===== src/rtl/load_writeback_unit_pkg.sv =====
// ============================================================================
// Module   : load_writeback_unit_pkg
// Brief    : Shared MIPS load definitions: opcodes, FSM encoding, fault check
// Revision : 1.0
// ============================================================================
`default_nettype none

package load_writeback_unit_pkg;

  // Load opcodes
  localparam logic [5:0] OP_LB  = 6'h20;
  localparam logic [5:0] OP_LH  = 6'h21;
  localparam logic [5:0] OP_LW  = 6'h23;
  localparam logic [5:0] OP_LBU = 6'h24;
  localparam logic [5:0] OP_LHU = 6'h25;

  // Load/writeback FSM encoding
  typedef enum logic [1:0] {
    S_IDLE      = 2'd0,
    S_MEM_REQ   = 2'd1,
    S_MEM_WAIT  = 2'd2,
    S_WRITEBACK = 2'd3
  } lsu_state_t;

  // True when the opcode is not a load we support, or the effective
  // address is not naturally aligned for the access size.
  function automatic logic load_fault(input logic [5:0] op, input logic [1:0] ea_lo);
    logic f;
    case (op)
      OP_LB, OP_LBU: f = 1'b0;
      OP_LH, OP_LHU: f = ea_lo[0];
      OP_LW:         f = |ea_lo;
      default:       f = 1'b1;
    endcase
    return f;
  endfunction

endpackage

`default_nettype wire


===== src/rtl/load_writeback_unit_if.sv =====
// ============================================================================
// Module   : load_writeback_unit_if
// Brief    : Request, memory and register-file writeback signals of the
//            load/writeback unit; slave = the unit, master = its environment
// Revision : 1.0
// ============================================================================
`default_nettype none

interface load_writeback_unit_if;
  // Load request
  logic        req_valid;
  logic        req_ready;
  logic [5:0]  opcode;
  logic [31:0] base;
  logic [15:0] offset;
  logic [4:0]  dest;
  // Memory read port
  logic        mem_req_valid;
  logic        mem_req_ready;
  logic [31:0] mem_addr;
  logic        mem_rvalid;
  logic [31:0] mem_rdata;
  // Register-file writeback and status
  logic        RegWrite;
  logic [4:0]  rd;
  logic [31:0] write_data;
  logic        err;
  logic        busy;

  modport slave (
    input  req_valid, opcode, base, offset, dest,
    input  mem_req_ready, mem_rvalid, mem_rdata,
    output req_ready, mem_req_valid, mem_addr,
    output RegWrite, rd, write_data, err, busy
  );

  modport master (
    output req_valid, opcode, base, offset, dest,
    output mem_req_ready, mem_rvalid, mem_rdata,
    input  req_ready, mem_req_valid, mem_addr,
    input  RegWrite, rd, write_data, err, busy
  );
endinterface

`default_nettype wire


===== src/rtl/load_writeback_unit_load_extend.sv =====
// ============================================================================
// Module   : load_extend
// Brief    : Little-endian lane select plus sign/zero extension of a load
// Revision : 1.0
// ============================================================================
`default_nettype none

module load_extend (
  input  logic [5:0]  opcode,
  input  logic [1:0]  byte_sel,
  input  logic [31:0] word,
  output logic [31:0] value
);
  import load_writeback_unit_pkg::*;

  logic [7:0]  lane_b;
  logic [15:0] lane_h;

  // Pick the addressed byte/halfword, then extend according to the opcode
  always_comb begin
    case (byte_sel)
      2'd0:    lane_b = word[7:0];
      2'd1:    lane_b = word[15:8];
      2'd2:    lane_b = word[23:16];
      default: lane_b = word[31:24];
    endcase
    lane_h = byte_sel[1] ? word[31:16] : word[15:0];
    case (opcode)
      OP_LB:   value = {{24{lane_b[7]}}, lane_b};
      OP_LBU:  value = {24'h0, lane_b};
      OP_LH:   value = {{16{lane_h[15]}}, lane_h};
      OP_LHU:  value = {16'h0, lane_h};
      default: value = word;
    endcase
  end
endmodule

`default_nettype wire


===== src/rtl/load_writeback_unit.sv =====
// ============================================================================
// Module   : load_writeback_unit
// Brief    : Single-outstanding MIPS load unit: address generation, memory
//            read handshake, lane extension and register-file writeback
// Revision : 1.0
// ============================================================================
`default_nettype none

module load_writeback_unit (
  input  logic                  clk,
  input  logic                  rst,
  load_writeback_unit_if.slave  bus
);
  import load_writeback_unit_pkg::*;

  lsu_state_t  state;
  logic [5:0]  op_q;
  logic [4:0]  dest_q;
  logic [1:0]  ea_lo_q;
  logic [31:0] ea;
  logic [31:0] ext_value;
  logic        accept;

  // Effective address wraps modulo 2^32
  assign ea     = bus.base + {{16{bus.offset[15]}}, bus.offset};
  assign accept = bus.req_valid && (state == S_IDLE);

  // Both status flags decode the state register, so they never glitch
  assign bus.req_ready = (state == S_IDLE);
  assign bus.busy      = (state != S_IDLE);

  load_extend u_load_extend (
    .opcode   (op_q),
    .byte_sel (ea_lo_q),
    .word     (bus.mem_rdata),
    .value    (ext_value)
  );

  // Load FSM with registered memory, writeback and error outputs
  always_ff @(posedge clk or posedge rst) begin
    if (rst) begin
      state             <= S_IDLE;
      op_q              <= 6'h0;
      dest_q            <= 5'd0;
      ea_lo_q           <= 2'd0;
      bus.mem_req_valid <= 1'b0;
      bus.mem_addr      <= 32'h0;
      bus.RegWrite      <= 1'b0;
      bus.rd            <= 5'd0;
      bus.write_data    <= 32'h0;
      bus.err           <= 1'b0;
    end else begin
      bus.err      <= 1'b0;
      bus.RegWrite <= 1'b0;
      case (state)
        S_IDLE: begin
          if (accept) begin
            op_q    <= bus.opcode;
            dest_q  <= bus.dest;
            ea_lo_q <= ea[1:0];
            // Faulting loads report and stay idle without touching memory
            if (load_fault(bus.opcode, ea[1:0])) begin
              bus.err <= 1'b1;
            end else begin
              bus.mem_addr      <= {ea[31:2], 2'b00};
              bus.mem_req_valid <= 1'b1;
              state             <= S_MEM_REQ;
            end
          end
        end
        S_MEM_REQ: begin
          if (bus.mem_req_ready) begin
            bus.mem_req_valid <= 1'b0;
            state             <= S_MEM_WAIT;
          end
        end
        S_MEM_WAIT: begin
          if (bus.mem_rvalid) begin
            // r0 is hardwired to zero: the read still happens, no write
            if (dest_q != 5'd0) begin
              bus.RegWrite   <= 1'b1;
              bus.rd         <= dest_q;
              bus.write_data <= ext_value;
            end
            state <= S_WRITEBACK;
          end
        end
        default: begin
          state <= S_IDLE;
        end
      endcase
    end
  end
endmodule

`default_nettype wire


===== src/flat_wrapper.sv =====
// flat-port wrapper written by rule: the top's interface ports become plain ports
module load_writeback_unit_flat import load_writeback_unit_pkg::*;
  (clk, rst, bus_req_valid, bus_opcode, bus_base, bus_offset, bus_dest, bus_mem_req_ready, bus_mem_rvalid, bus_mem_rdata, bus_req_ready, bus_mem_req_valid, bus_mem_addr, bus_RegWrite, bus_rd, bus_write_data, bus_err, bus_busy);
  load_writeback_unit_if bus_i ();
  input  logic clk;
  input  logic rst;
  input wire logic [$bits(bus_i.req_valid)-1:0] bus_req_valid;
  input wire logic [$bits(bus_i.opcode)-1:0] bus_opcode;
  input wire logic [$bits(bus_i.base)-1:0] bus_base;
  input wire logic [$bits(bus_i.offset)-1:0] bus_offset;
  input wire logic [$bits(bus_i.dest)-1:0] bus_dest;
  input wire logic [$bits(bus_i.mem_req_ready)-1:0] bus_mem_req_ready;
  input wire logic [$bits(bus_i.mem_rvalid)-1:0] bus_mem_rvalid;
  input wire logic [$bits(bus_i.mem_rdata)-1:0] bus_mem_rdata;
  output wire logic [$bits(bus_i.req_ready)-1:0] bus_req_ready;
  output wire logic [$bits(bus_i.mem_req_valid)-1:0] bus_mem_req_valid;
  output wire logic [$bits(bus_i.mem_addr)-1:0] bus_mem_addr;
  output wire logic [$bits(bus_i.RegWrite)-1:0] bus_RegWrite;
  output wire logic [$bits(bus_i.rd)-1:0] bus_rd;
  output wire logic [$bits(bus_i.write_data)-1:0] bus_write_data;
  output wire logic [$bits(bus_i.err)-1:0] bus_err;
  output wire logic [$bits(bus_i.busy)-1:0] bus_busy;
  assign bus_i.req_valid = bus_req_valid;
  assign bus_i.opcode = bus_opcode;
  assign bus_i.base = bus_base;
  assign bus_i.offset = bus_offset;
  assign bus_i.dest = bus_dest;
  assign bus_i.mem_req_ready = bus_mem_req_ready;
  assign bus_i.mem_rvalid = bus_mem_rvalid;
  assign bus_i.mem_rdata = bus_mem_rdata;
  assign bus_req_ready = bus_i.req_ready;
  assign bus_mem_req_valid = bus_i.mem_req_valid;
  assign bus_mem_addr = bus_i.mem_addr;
  assign bus_RegWrite = bus_i.RegWrite;
  assign bus_rd = bus_i.rd;
  assign bus_write_data = bus_i.write_data;
  assign bus_err = bus_i.err;
  assign bus_busy = bus_i.busy;
  load_writeback_unit u_core (.clk(clk), .rst(rst), .bus(bus_i));
endmodule

===== config.mk =====
export PLATFORM = sky130hd
export DESIGN_NAME = load_writeback_unit_flat
export DESIGN_NICKNAME = d
export VERILOG_FILES = /design/src/rtl/load_writeback_unit_pkg.sv /design/src/rtl/load_writeback_unit_if.sv /design/src/rtl/load_writeback_unit_load_extend.sv /design/src/rtl/load_writeback_unit.sv /design/src/flat_wrapper.sv
export SDC_FILE = /design/constraint.sdc
export NUM_CORES = 1
export LEC_CHECK = 0
export CAP_MARGIN = 20
export CORE_MARGIN = 4
export CORE_UTILIZATION = 40
export CTS_CLUSTER_DIAMETER = 80
export DETAILED_ROUTE_END_ITERATION = 10
export PLACE_DENSITY_LB_ADDON = 0.1
export SYNTH_ARGS = -nofsm -noshare
export SYNTH_HDL_FRONTEND = slang
export SYNTH_SLANG_ARGS = --single-unit

===== constraint.sdc =====
create_clock -name clk -period 8.1 [get_ports clk]
set_clock_uncertainty 0.1 [all_clocks]
set_input_delay 1.62 -clock clk [delete_from_list [all_inputs] [get_ports clk]]
set_output_delay 1.62 -clock clk [all_outputs]
set_load 0.01 [all_outputs]

Word level (Yosys, flattened, before mapping):

Index checks and enable logic that the tools add are counted.

* register bits after elaboration: 85
* output and inout port bits: 74

* add/subtract/negate cells: 1
* equality and inequality tests: 17
* muxes and demuxes: 21
* bitwise logic cells: 1
* reduce and logical (&&, ||, !) cells: 14

Operators by type and width (count)
* $pmux 32 s4: 1
* $eq 6x6->1 const B: 9
* $add 32x32->32: 1
* $pmux 8 s3: 1
* $mux 16: 1
* $mux 1: 11
* $mux 2: 4
* $reduce_and 4->1: 2
* $ne 2x2->1 const B: 3
* $pmux 2 s3: 1
* $reduce_and 3->1: 2
* $reduce_or 2->1: 3
* $reduce_bool 5->1: 1
* $eq 2x1->1 const B: 2
* $eq 2x2->1 const B: 2
* $logic_not 2->1: 2
* $reduce_bool 2->1: 2
* $pmux 1 s3: 1
* $ne 2x1->1 const B: 1
* $pmux 1 s2: 1
* $reduce_and 2->1: 1
* $logic_and 1x1->1: 1
* $not 1->1: 1

Depth between registers and ports, before layout:

* depth after elaboration: 8
* gate-level depth with buffers: 11
* mapped depth without buffers: 10

Hierarchy:

From an unflattened synthesis, not the netlist that was laid out.

* cells, all modules: 658
* area total of the unflattened synthesis: 5804.3 µm²

Modules (own cells, without submodules)
* load_writeback_unit: times used 1, cells an instance 545, area each 4922.2 µm²
* load_extend: times used 1, cells an instance 113, area each 882.1 µm²

Worst setup path after synthesis:

No wires, ideal clock.

* path type: in2reg
* from: in bus_offset[0]
* to: reg u_core.bus.mem_addr[28]
* arrival time: 3766 ps
* data required time: 7874 ps
* path slack: 4108 ps
* stages: 10
* cells stage by stage: ha_1 inv_1 fa_1 and2b_1 o2111ai_1 a211oi_2 o2111ai_2 a21bo_1 o2111a_1 a221o_1

* longest elaborated chain between the ends: 7

RTL lines
* start: declaration: line flat_wrapper.sv:10 `input wire logic [$bits(bus_i.offset)-1:0] bus_offset;`
* $add 32x32->32 *: line load_writeback_unit.sv:25 `assign ea = bus.base + {{16{bus.offset[15]}}, bus.offset};`
* $reduce_or 2->1: line load_writeback_unit_pkg.sv:32 `OP_LW: f = |ea_lo;`
* $pmux 1 s3: line load_writeback_unit_pkg.sv:29 `case (op)`
* $mux 1: line load_writeback_unit.sv:57 `if (accept) begin`
* $mux 1: line load_writeback_unit.sv:55 `case (state)`
* $not 1->1 (no line)
* $reduce_and 3->1 (no line)
* end signal: assignment: line load_writeback_unit.sv:65 `bus.mem_addr <= {ea[31:2], 2'b00};`
* end: declaration: line load_writeback_unit_if.sv:33 `output req_ready, mem_req_valid, mem_addr,`

Mark *: on every way between the ends. The rest lies on a longest branch, timed or not. The select of a mux whose other input is x is not followed.
A chain may end at the register's enable or synchronous reset.

Worst setup path in the final report:

* from: in bus_offset[15]
* to: reg u_core.bus.mem_addr[21]

* longest elaborated chain between the ends: 1

RTL lines (line)
* $add 32x32->32: load_writeback_unit.sv:25

No other way between the ends.

==> results.py <==
metrics = {
    "floorplan": {
        "fp.coreArea_um2": 13800,
        "design.die.area_um2": 16100,
        "num_rows": 43,
        "chipWidth_um": 127,
        "top_level_ports": 170,
        "floorplan.initialDensity": 0.408,
        "die-height_um": 127,
    },
    "setup_path": {
        "reg2reg_setup_slack_ns": 5.39,
        "crit-reg2reg-launch": "u_core.state[0]",
        "worstSetupEndpointType": "register",
        "critPathLaunchType": "input port",
        "r2r.worst_path.cells": 7,
        "crit_fanout": 17,
        "worst_ep_arrival_time_ns": 4.62,
        "setup.worst_path.start": "bus_offset[15]",
        "crit-reg2reg-capture": "u_core.bus.mem_addr[28]",
        "cp.required_ns": 8.20,
        "worstSetupEndpoint": "u_core.bus.mem_addr[21]",
        "crit_type": "input port to register",
    },
    "drt": {
        "wire_per_inst_um": 17.3,
        "drt-vias-per-instance": 5.53,
        "route.antenna.remaining_nets": 0,
        "drc_violations_left": 0,
        "postRouteWirelength_mm": 17.1,
        "dr.first_iter.drc_count": 363,
        "firstDrtPassIters": 5,
        "vias": 5461,
    },
    "outcome": {
        "status": "finished, final reports clean",
    },
    "layout": {
        "finalInstanceArea_um2": 7790,
        "fin_cells": 988,
        "area.growth.synth_to_final_pct": 38.0,
        "final_layout_size_suffix_gt1_frac": 0.0693,
        "antenna_cells_inserted": 0,
        "final_net_count": 935,
    },
    "placement": {
        "placement.cell_area_um2": 7450,
        "place_hpwl_mm": 13.3,
        "gp_routability_congestion": 0.916,
        "placed_cells_incl_taps": 970,
        "io_buffer_count": 167,
    },
    "sta": {
        "final_hold_viol_count": 0,
        "final_period_minus_worst_setup_slack_ns": 4.52,
        "min_period_over_period": 0.558,
        "slew-limit-headroom": 0.288,
        "tns_ns": 0,
        "setup_viol": 0,
        "finalMaxSlewViolations": 0,
        "fmax_ghz": 0.221,
        "setup_repair_after_global_routing_missed_its_margin": "no",
        "tightestPinTransition_ns": 1.06,
    },
    "global_routing": {
        "grt_start_max_net_pins": 65,
        "antenna_found_initial": 0,
        "grt_usage": 0.212,
        "first_global_vias": 5348,
        "grt_pass1_wl_mm": 27.3,
        "globalRouteOverflowTotal": 0,
    },
    "synth": {
        "syn-mean-instance-area_um2": 8.68,
        "synthesis.instances": 650,
        "synth_cell_types": 72,
        "ys_seq_elements": 85,
        "synth_flop_cell": "dfrtp_1",
        "ys_async_sr_fraction": 1.00,
        "yosysWarnings": 0,
        "synth-edff-count": 0,
        "synth_sequential_area_ratio": 0.377,
        "netlist_area_um2": 5640,
    },
    "clock_tree": {
        "cts.clk_slew.worst_paths_ns": 0.07,
        "cts.repair_timing.setup_buffer_count": 0,
        "clock-sinks": 85,
        "cts_max_path_buffers": 2,
        "tritoncts": "done",
        "cts.root.buffer_cell": "clkbuf_16",
        "number_of_buffers_inserted_during_clock_tree_synthesis": 9,
        "holdBufCountCts": 0,
        "worst_skew_pair.late_latency_ns": 0.34,
        "post_cts_resized": 0,
        "cts.htree.levels": 3,
    },
    "worst_hold_path": {
        "worst_hold_path_type": "register to register",
    },
    "pwr": {
        "worst_ir_drop_vdd_mv": 0.122,
        "post-layout-total-power_mw": 2.29,
        "static-leakage-power_nw": 3.37,
        "power.density_cell_area_nw_per_um2": 294,
    },
    "job": {
        "max_cap_violations": 0,
    },
}
-- power breakdown --
group	switching (mW)	internal, mW
sequential	0.153	0.626
combinational	0.503	0.581
clock	0.186	0.245
-- area by class of cell --
type / count / area, um^2
Timing Repair Buffer: 174 / 1740
Inverter: 22 / 83.8
Multi-Input combinational cell: 511 / 3300
Fill cell: 1253 / 6040
Tap cell: 180 / 225
Clock buffer: 9 / 225
Clock inverter: 7 / 81.3
Sequential cell: 85 / 2130
-- cell usage in the layout, fill, tap and decap left out, drive strengths merged, types with 4 or more instances in the layout --
cell,instances
a21o,16
a21oi,54
a31oi,5
and2,4
buf,7
clkbuf,9
clkdlybuf4s50,167
dfrtp,85
ha,35
inv,25
mux2,13
mux4,8
nand2,122
nand3,12
nand4,6
nor2,49
nor3,7
o2111ai,5
o211ai,6
o21ai,70
o21bai,4
o221ai,9
or3,4
or4,6
xnor2,7
xor2,9
-- sequential cells by signal (all words and copies together), names as in the netlist --
register	flops
u_core.bus.rd	5
u_core.dest_q	5
u_core.bus.RegWrite	1
u_core.bus.mem_addr	30
u_core.op_q	6
u_core.bus.mem_req_valid	1
u_core.ea_lo_q	2
u_core.bus.err	1
u_core.bus.write_data	32
u_core.state	2
-- critical path, cell delays in order --
cell             delay [ns]
clkdlybuf4s50_1        0.80
ha_1                   0.59
a21o_2                 0.23
a21o_1                 0.19
a221oi_1               0.35
o21ai_0                0.14
a41oi_1                0.44
xor2_1                 0.17
o21ai_0                0.09
-- cell usage after synthesis (8+ instances only) --
library cell | number | area (um^2)
clkbuf_1 | 26 | 97.6
mux4_2 | 8 | 180
nor2_1 | 49 | 184
a21oi_1 | 54 | 270
inv_1 | 22 | 82.6
xor2_1 | 9 | 78.8
nand2_1 | 122 | 458
a21o_1 | 15 | 113
o221ai_1 | 9 | 78.8
o21ai_0 | 69 | 345
mux2_2 | 13 | 146
nand3_1 | 12 | 60.1
ha_1 | 35 | 438
dfrtp_1 | 85 | 2130
-- per-stage QoR --
step / worst slack (ns) / util / hold WS [ns]
2_1_floorplan: 4.11 / - / 0.347
3_3_place_gp: 3.18 / 0.539 / 0.362
3_5_place_dp: 3.13 / 0.539 / 0.367
4_1_cts: 3.49 / 0.561 / 0.384
5_1_grt: 3.26 / 0.563 / 0.408
6_report: 3.58 / 0.563 / 0.377
-- cells by family after synthesis --
| family | count (synthesis) | share of synthesized area |
|---|---|---|
| XOR/XNOR | 16 | 0.0248 |
| multiplexers | 23 | 0.0614 |
| AND/OR/NAND/NOR | 231 | 0.183 |
| flip-flops | 85 | 0.377 |
| buffers and inverters | 55 | 0.0399 |
| other | 1 | 0.000664 |
| AO/OA/AOI/OAI | 203 | 0.232 |
| adder cells (fa/ha/maj) | 36 | 0.0811 |
-- per-layer routing --
layer | track usage | share of wire | vias to the layer above
li1 | - | - | 2661
met4 | 0.0656 | 0.024 | 0
met3 | 0.0421 | 0.060 | 27
met1 | 0.271 | 0.42 | 2591
met5 | 0 | 0 | -
met2 | 0.361 | 0.49 | 182
-- worst min-delay path by stage --
stage / from / end / slack, ns / depth (start not counted)
after floorplan: u_core.dest_q[4] / u_core.bus.rd[4] / 0.35 / 2
after global placement: u_core.bus.rd[3] / u_core.bus.rd[3] / 0.36 / 2
after detailed placement: u_core.bus.rd[3] / u_core.bus.rd[3] / 0.37 / 2
after CTS: u_core.bus.rd[3] / u_core.bus.rd[3] / 0.38 / 2
after global routing: u_core.bus.rd[3] / u_core.bus.rd[3] / 0.41 / 2
final: u_core.bus.rd[3] / u_core.bus.rd[3] / 0.38 / 2
(Power assumes the default switching activity.)
==> edit 1 (same settings) <==
Make the reset (`rst`) synchronous in one clocked block.
--- a/src/rtl/load_writeback_unit.sv
+++ b/src/rtl/load_writeback_unit.sv
@@ -39,3 +39,3 @@
   // Load FSM with registered memory, writeback and error outputs
-  always_ff @(posedge clk or posedge rst) begin
+  always_ff @(posedge clk) begin
     if (rst) begin
Formal check against the unedited RTL: differs if rst is asserted again (counterexample within 4 cycles, from zero or initial values and one cycle with rst high); with rst held inactive, the same outputs for 4 cycles.
==> edit 1 against the original RTL <==
Worst hold slack got worse by 0.026 ns; sequential cell count unchanged; global-route usage up 0.66 points; routed wire length is 3.5% higher; setup slack got worse by 0.51 ns; core utilization fell by 0.37 points; synthesized area down 1.4%; register-to-register slack worse by 0.63 ns; non-clock buffer count is 1 lower; largest cell class unchanged; design area decreased by 3.3%; critical path type unchanged; first-iteration DRC count is 48% higher.
Power is not compared: it rests on default switching activity, and its combinational part moved more than twofold at a synthesized area within 25%.
==> edit 1: results (changes against the original RTL) <==
Multi-input gate area in the final layout -> 3508 sq um (+6.3%)
Number of input and output port buffers inserted -> 167 (unchanged)
Diodes inserted -> 0 (unchanged)
Starting density of the core -> 41.35% (+0.53 points)
Critical path's slowest cell -> sky130_fd_sc_hd__or4_1
Run status -> completed
Data arrival time of the critical path -> 5.21 ns (+0.59 ns)
Highest routed metal layer -> met4
Cell taking the most area after synthesis -> sky130_fd_sc_hd__dfxtp_1
Slowest Stage Delay on Critical Path -> 0.65 ns (-0.15 ns)
Critical-path maximum fanout -> 21 (+4)
Ranking of synthesized cells by area -> sky130_fd_sc_hd__dfxtp_1 (31%), sky130_fd_sc_hd__a21oi_1 (9.8%), sky130_fd_sc_hd__nand2_1 (8.0%)
Detailed-route wire length on metal 1 -> 7760 microns (+6.7%)
Worst rel slew slack -> 33.52% (+4.7 points)
Antenna violations before repair -> 0 (unchanged)
Number of standard cells in the layout, taps in and fillers out -> 1039 (+5.2%)
1st-pass router iterations -> 5 (unchanged)
Share of synthesized flip-flops with an asynchronous set or reset -> 0% (-100 points)
Metal3 WL -> 1286 microns (+26%)
Post-DP HPWL -> 13160 microns (-1.2%)
Root buf cell -> sky130_fd_sc_hd__clkbuf_16
First-pass GRT wire length -> 28750 microns (+5.2%)
Number of global-route vias before repair -> 5682 (+6.2%)
Post-detailed-placement cell area -> 7236 sq um (-2.8%)
Number of vias per cell -> 5.653 (+2.3%)
Fin nets -> 989 (+5.8%)
Post-synthesis compound-gate area fraction -> 29.04% (+5.8 points)
PostCTS Resize Cnt -> 0 (unchanged)
Count of distinct cell types in the synthesized netlist -> 76 (+5.6%)
Proportion of synthesized area in mux cells -> 4.071% (-2.1 points)
Portion of the post-synthesis area used by sequential elements -> 30.59% (-7.1 points)
Layout cells sized above 1 -> 5.562% (-1.4 points)
Overall track demand over capacity in global routing -> 21.83% (+0.66 points)
Worst slack at placement -> 2.757 ns (-0.3689 ns)
Cell types with the highest counts after synthesis -> sky130_fd_sc_hd__nand2_1 (118), sky130_fd_sc_hd__a21oi_1 (109), sky130_fd_sc_hd__dfxtp_1 (85), sky130_fd_sc_hd__o21ai_0 (50), sky130_fd_sc_hd__nor2_1 (40)
Mean instance size in the synthesized netlist -> 7.683 sq um (-12%)
1st-iter DRT viols -> 538 (+48%)
Pin count of the biggest net entering global routing -> 51 (-22%)
Detailed-routed wire length on met2 -> 8338 microns (-0.77%)
Total wire length after detailed routing -> 17710 microns (+3.5%)
Routability congestion estimate from global placement -> 0.9382 (+2.4%)
Clock insertion delay at the later pin of the skew report -> 0.34 ns (about the same)
Post-Synth XOR/XNOR Area -> 2.991% (+0.51 points)
Worst min path class -> reg -> reg
Synth Area in Adders -> 8.007% (-0.11 points)
edit 1: cell types whose count changed after synthesis, sizes merged, moves of 7 or more:
cell | unedited run | this run
o21ai | 70 | 58
nand3 | 12 | 19
a21oi | 54 | 111
o22ai | 0 | 20
nor2 | 49 | 40
dfrtp | 85 | 0
o221ai | 9 | 0
a22oi | 0 | 16
dfxtp | 0 | 85
mux2 | 13 | 2
xnor2 | 7 | 14
buf | 7 | 15
clkbuf | 26 | 35
edit 1: cells by family (layout without fill, tap and decap cells):
logic type,count (synthesis),count (layout)
muxes,12,12
and+or+nand+nor,229,229
DFF,85,85
buffers and inverters,78,216
other,1,2
xor gates and xnor gates,19,19
AOI/OAI and AO/OA,265,265
adders and majority gates,35,35
edit 1: final timing paths:
kind / endpoint / slack [ns] / start
hold / removal: u_core.bus.mem_addr[6] / 0.35 / u_core.bus.mem_addr[6]
setup / recovery: u_core.bus.mem_addr[28] / 3.08 / bus_offset[0]
setup reg to reg: u_core.bus.mem_addr[28] / 4.76 / u_core.state[0]
hold reg to reg: u_core.bus.mem_addr[6] / 0.35 / u_core.bus.mem_addr[6]
edit 1: layout make-up:
type                    instances  area share [%]
multi-input cells             562           46.61
repair buffers                173           22.74
flip-flops and latches         85           22.61
clock buffers                   9           2.992
well taps                     176           2.926
inverters                      27           1.346
clock inverters                 7          0.7812
edit 1: power breakdown:
group          total (mW)  leakage [nW]  switching, mW  internal, mW
Clock               0.407         0.138          0.194         0.212
Combinational       0.410          2.04          0.223         0.187
Sequential          0.462         0.688         0.0213         0.441
edit 1: metal layers:
metal  up-vias  GRT usage, %
met1      2729         28.93
met4         0         6.751
met2       232         35.77
met3        25         4.572
li1       2887             -
met5         -             0
edit 1: worst max-delay path: cells and delay by family:
family | cells | cell delay (ns)
compound gates | 1 | 0.24
fa+ha+maj | 2 | 0.70
simple gates | 5 | 2.16
buf+inv | 1 | 0.46
==> edit 2 (config.mk and constraints unchanged) <==
Without the edit above. Re-encode `lsu_state_t` (4 states) as one-hot, 4 bits wide.
--- a/src/rtl/load_writeback_unit_pkg.sv
+++ b/src/rtl/load_writeback_unit_pkg.sv
@@ -17,7 +17,7 @@
   // Load/writeback FSM encoding
-  typedef enum logic [1:0] {
-    S_IDLE      = 2'd0,
-    S_MEM_REQ   = 2'd1,
-    S_MEM_WAIT  = 2'd2,
-    S_WRITEBACK = 2'd3
+  typedef enum logic [3:0] {
+    S_IDLE      = 4'b0001,
+    S_MEM_REQ   = 4'b0010,
+    S_MEM_WAIT  = 4'b0100,
+    S_WRITEBACK = 4'b1000
   } lsu_state_t;
Check against the original RTL: same outputs for any inputs over 4 cycles, from zero or initial values and one cycle with rst high; so few cycles prove little.
==> edit 2 against the original RTL <==
Routed wire length is 2.7% lower; register-to-register slack improved by 0.03 ns; sequential cell count is 2 higher; largest cell class unchanged; cell count is 0.81% higher; design area about the same; global-route usage decreased by 0.39 points; setup slack gained 0.16 ns; synthesized area is 0.29% higher.
Power is not compared: it rests on default switching activity, and its combinational part moved more than twofold at a synthesized area within 25%.
==> edit 2: results (changes against the original RTL) <==
Ranking of synthesized cells by area -> sky130_fd_sc_hd__dfrtp_1 (38%), sky130_fd_sc_hd__nand2_1 (8.2%), sky130_fd_sc_hd__o21ai_0 (7.3%)
Cell types with the highest counts after synthesis -> sky130_fd_sc_hd__nand2_1 (123), sky130_fd_sc_hd__dfrtp_1 (86), sky130_fd_sc_hd__o21ai_0 (82), sky130_fd_sc_hd__a21oi_1 (61), sky130_fd_sc_hd__nor2_1 (54)
Antenna violations before repair -> 0 (unchanged)
Data arrival time of the critical path -> 4.48 ns (-0.14 ns)
Worst hold path endpoint -> u_core.bus.rd[1]
Number of input and output port buffers inserted -> 167 (unchanged)
Layout cells sized above 1 -> 6.740% (-0.19 points)
Diodes inserted -> 0 (unchanged)
Count of distinct cell types in the synthesized netlist -> 63 (-13%)
Total via count in the routed design -> 5444 (-0.31%)
H-tree level count -> 3 (unchanged)
1st-pass router iterations -> 4 (-1)
Worst reg2reg path startpoint -> u_core.state[0]
Transition time at the pin with the least slew margin -> 1.107 ns (+0.04385 ns)
Post-synthesis compound-gate area fraction -> 21.77% (-1.4 points)
Largest buffer count on any clock path -> 2 (unchanged)
Post-DP HPWL -> 12650 microns (-5.0%)
Root buf cell -> sky130_fd_sc_hd__clkbuf_16
Internal Power -> 956.9 uW
Proportion of synthesized area in mux cells -> 5.924% (-0.22 points)
Largest vdd supply drop -> 0.07998 mV
1st-iter DRT viols -> 299 (-18%)
Critical-path maximum fanout -> 17 (unchanged)
PostCTS Resize Cnt -> 0 (unchanged)
Hold path cells -> 2 (unchanged)
Routed wirelength normalized by instance count -> 16.72 microns (-3.4%)
Min-delay src -> u_core.bus.rd[1]
Post-CTS Setup Bufs -> 0 (unchanged)
Depth of the worst register-to-register path -> 6 (-1)
Clock insertion delay at the later pin of the skew report -> 0.34 ns (about the same)
Lkg Pwr -> 3.328 nW
Worst slack at placement -> 3.414 ns (+0.2884 ns)
Share of synthesized flip-flops with an asynchronous set or reset -> 100.0% (unchanged)
Fin nets -> 939 (+0.43%)
Portion of the post-synthesis area used by sequential elements -> 38.48% (+0.80 points)
Num CTS Buffers -> 9 (unchanged)
Starting density of the core -> 40.78% (-0.041 points)
Run status -> completed
Number of warnings printed during yosys synthesis -> 0 (unchanged)
Overall track demand over capacity in global routing -> 20.77% (-0.39 points)
Register clock-pin slew on the reported worst setup and hold paths -> 0.07 ns (about the same)
Pin count of the biggest net entering global routing -> 84 (+29%)
Largest registers -> u_core.bus.write_data x32, u_core.bus.mem_addr x30, u_core.op_q x6
Commonest register cell after synthesis -> sky130_fd_sc_hd__dfrtp_1
First-pass GRT wire length -> 27170 microns (-0.56%)
Post-Synth XOR/XNOR Area -> 4.332% (+1.8 points)
Count of fill cells added during filler insertion -> 1283 (+2.4%)
Worst min path class -> reg -> reg
Flop-to-flop setup slack -> 5.42 ns (+0.03 ns)
Routability congestion estimate from global placement -> 0.9622 (+5.0%)
Synth Area in Adders -> 7.206% (-0.91 points)
R2R Path End -> u_core.bus.mem_addr[29]
edit 2: logic make-up after synthesis:
group,Yosys count
other,1
multiplexers,22
buffers and inverters,47
AO/OA/AOI/OAI,206
adder cells (fa/ha/maj),32
flip-flops,87
AND/OR/NAND/NOR,239
XOR/XNOR,28
edit 2: how the worst max path moves through the flow:
| stage | to | from | slack, ns |
|---|---|---|---|
| final | u_core.bus.mem_addr[28] | bus_offset[15] | 3.74 |
| after global placement | u_core.bus.mem_addr[29] | bus_offset[0] | 3.46 |
| after floorplan | u_core.bus.RegWrite | rst | 4.13 |
| after detailed placement | u_core.bus.mem_addr[29] | bus_offset[0] | 3.41 |
| after global routing | u_core.bus.mem_addr[28] | bus_offset[15] | 3.46 |
| after CTS | u_core.bus.mem_addr[29] | bus_offset[0] | 3.77 |
edit 2: critical path, cell delays in order:
cell and delay, ns:
sky130_fd_sc_hd__clkdlybuf4s50_1 0.79, sky130_fd_sc_hd__ha_1 0.67, sky130_fd_sc_hd__nand2_1 0.11, sky130_fd_sc_hd__o21ai_0 0.25, sky130_fd_sc_hd__nor2_1 0.08, sky130_fd_sc_hd__a31oi_1 0.31, sky130_fd_sc_hd__a21oi_1 0.19, sky130_fd_sc_hd__o311ai_1 0.31
sky130_fd_sc_hd__o211ai_1 0.13
edit 2: final cells by class:
type / instances / area [sq um] / share of cell area, %
sequential: 87 / 2178 / 27.96
inverter: 11 / 42.54 / 0.5461
timing repair buffer: 173 / 1749 / 22.45
clock inverter: 6 / 50.05 / 0.6425
clock buffer: 10 / 239.0 / 3.068
tap: 180 / 225.2 / 2.891
multi-input combinational: 529 / 3306 / 42.43
edit 2: power by group through the flow:
| stage | logic (mW) | clock network [mW] | registers (mW) |
|---|---|---|---|
| final | 0.461 | 0.407 | 0.539 |
| after global routing | 0.510 | 0.433 | 0.547 |
| after CTS | 0.463 | 0.416 | 0.541 |
| after detailed placement | 0.460 | 0 | 0.549 |
| after global placement | 0.454 | 0 | 0.547 |
| after floorplan | 0.228 | 0 | 0.556 |
edit 2: layer usage:
layer	track usage [%]	vias to the layer above	part of all wire, %
li1	-	2664	-
met1	25.57	2576	41
met2	37.08	177	51
met3	3.284	27	5.6
met4	6.814	0	2.1
met5	0	-	0
edit 2: per-stage QoR:
step                hold WS, ns  power, mW  util (%)  instances  cell area (sq um)
floorplan                0.3465     0.7841         -        663               5664
global placement         0.3590      1.001     53.70        978               7453
detailed placement       0.3701      1.009     53.70        978               7453
CTS                      0.3847      1.420     55.78        994               7742
global route             0.3966      1.491     56.12        996               7790
finish                   0.3770      1.406     56.12        996               7790
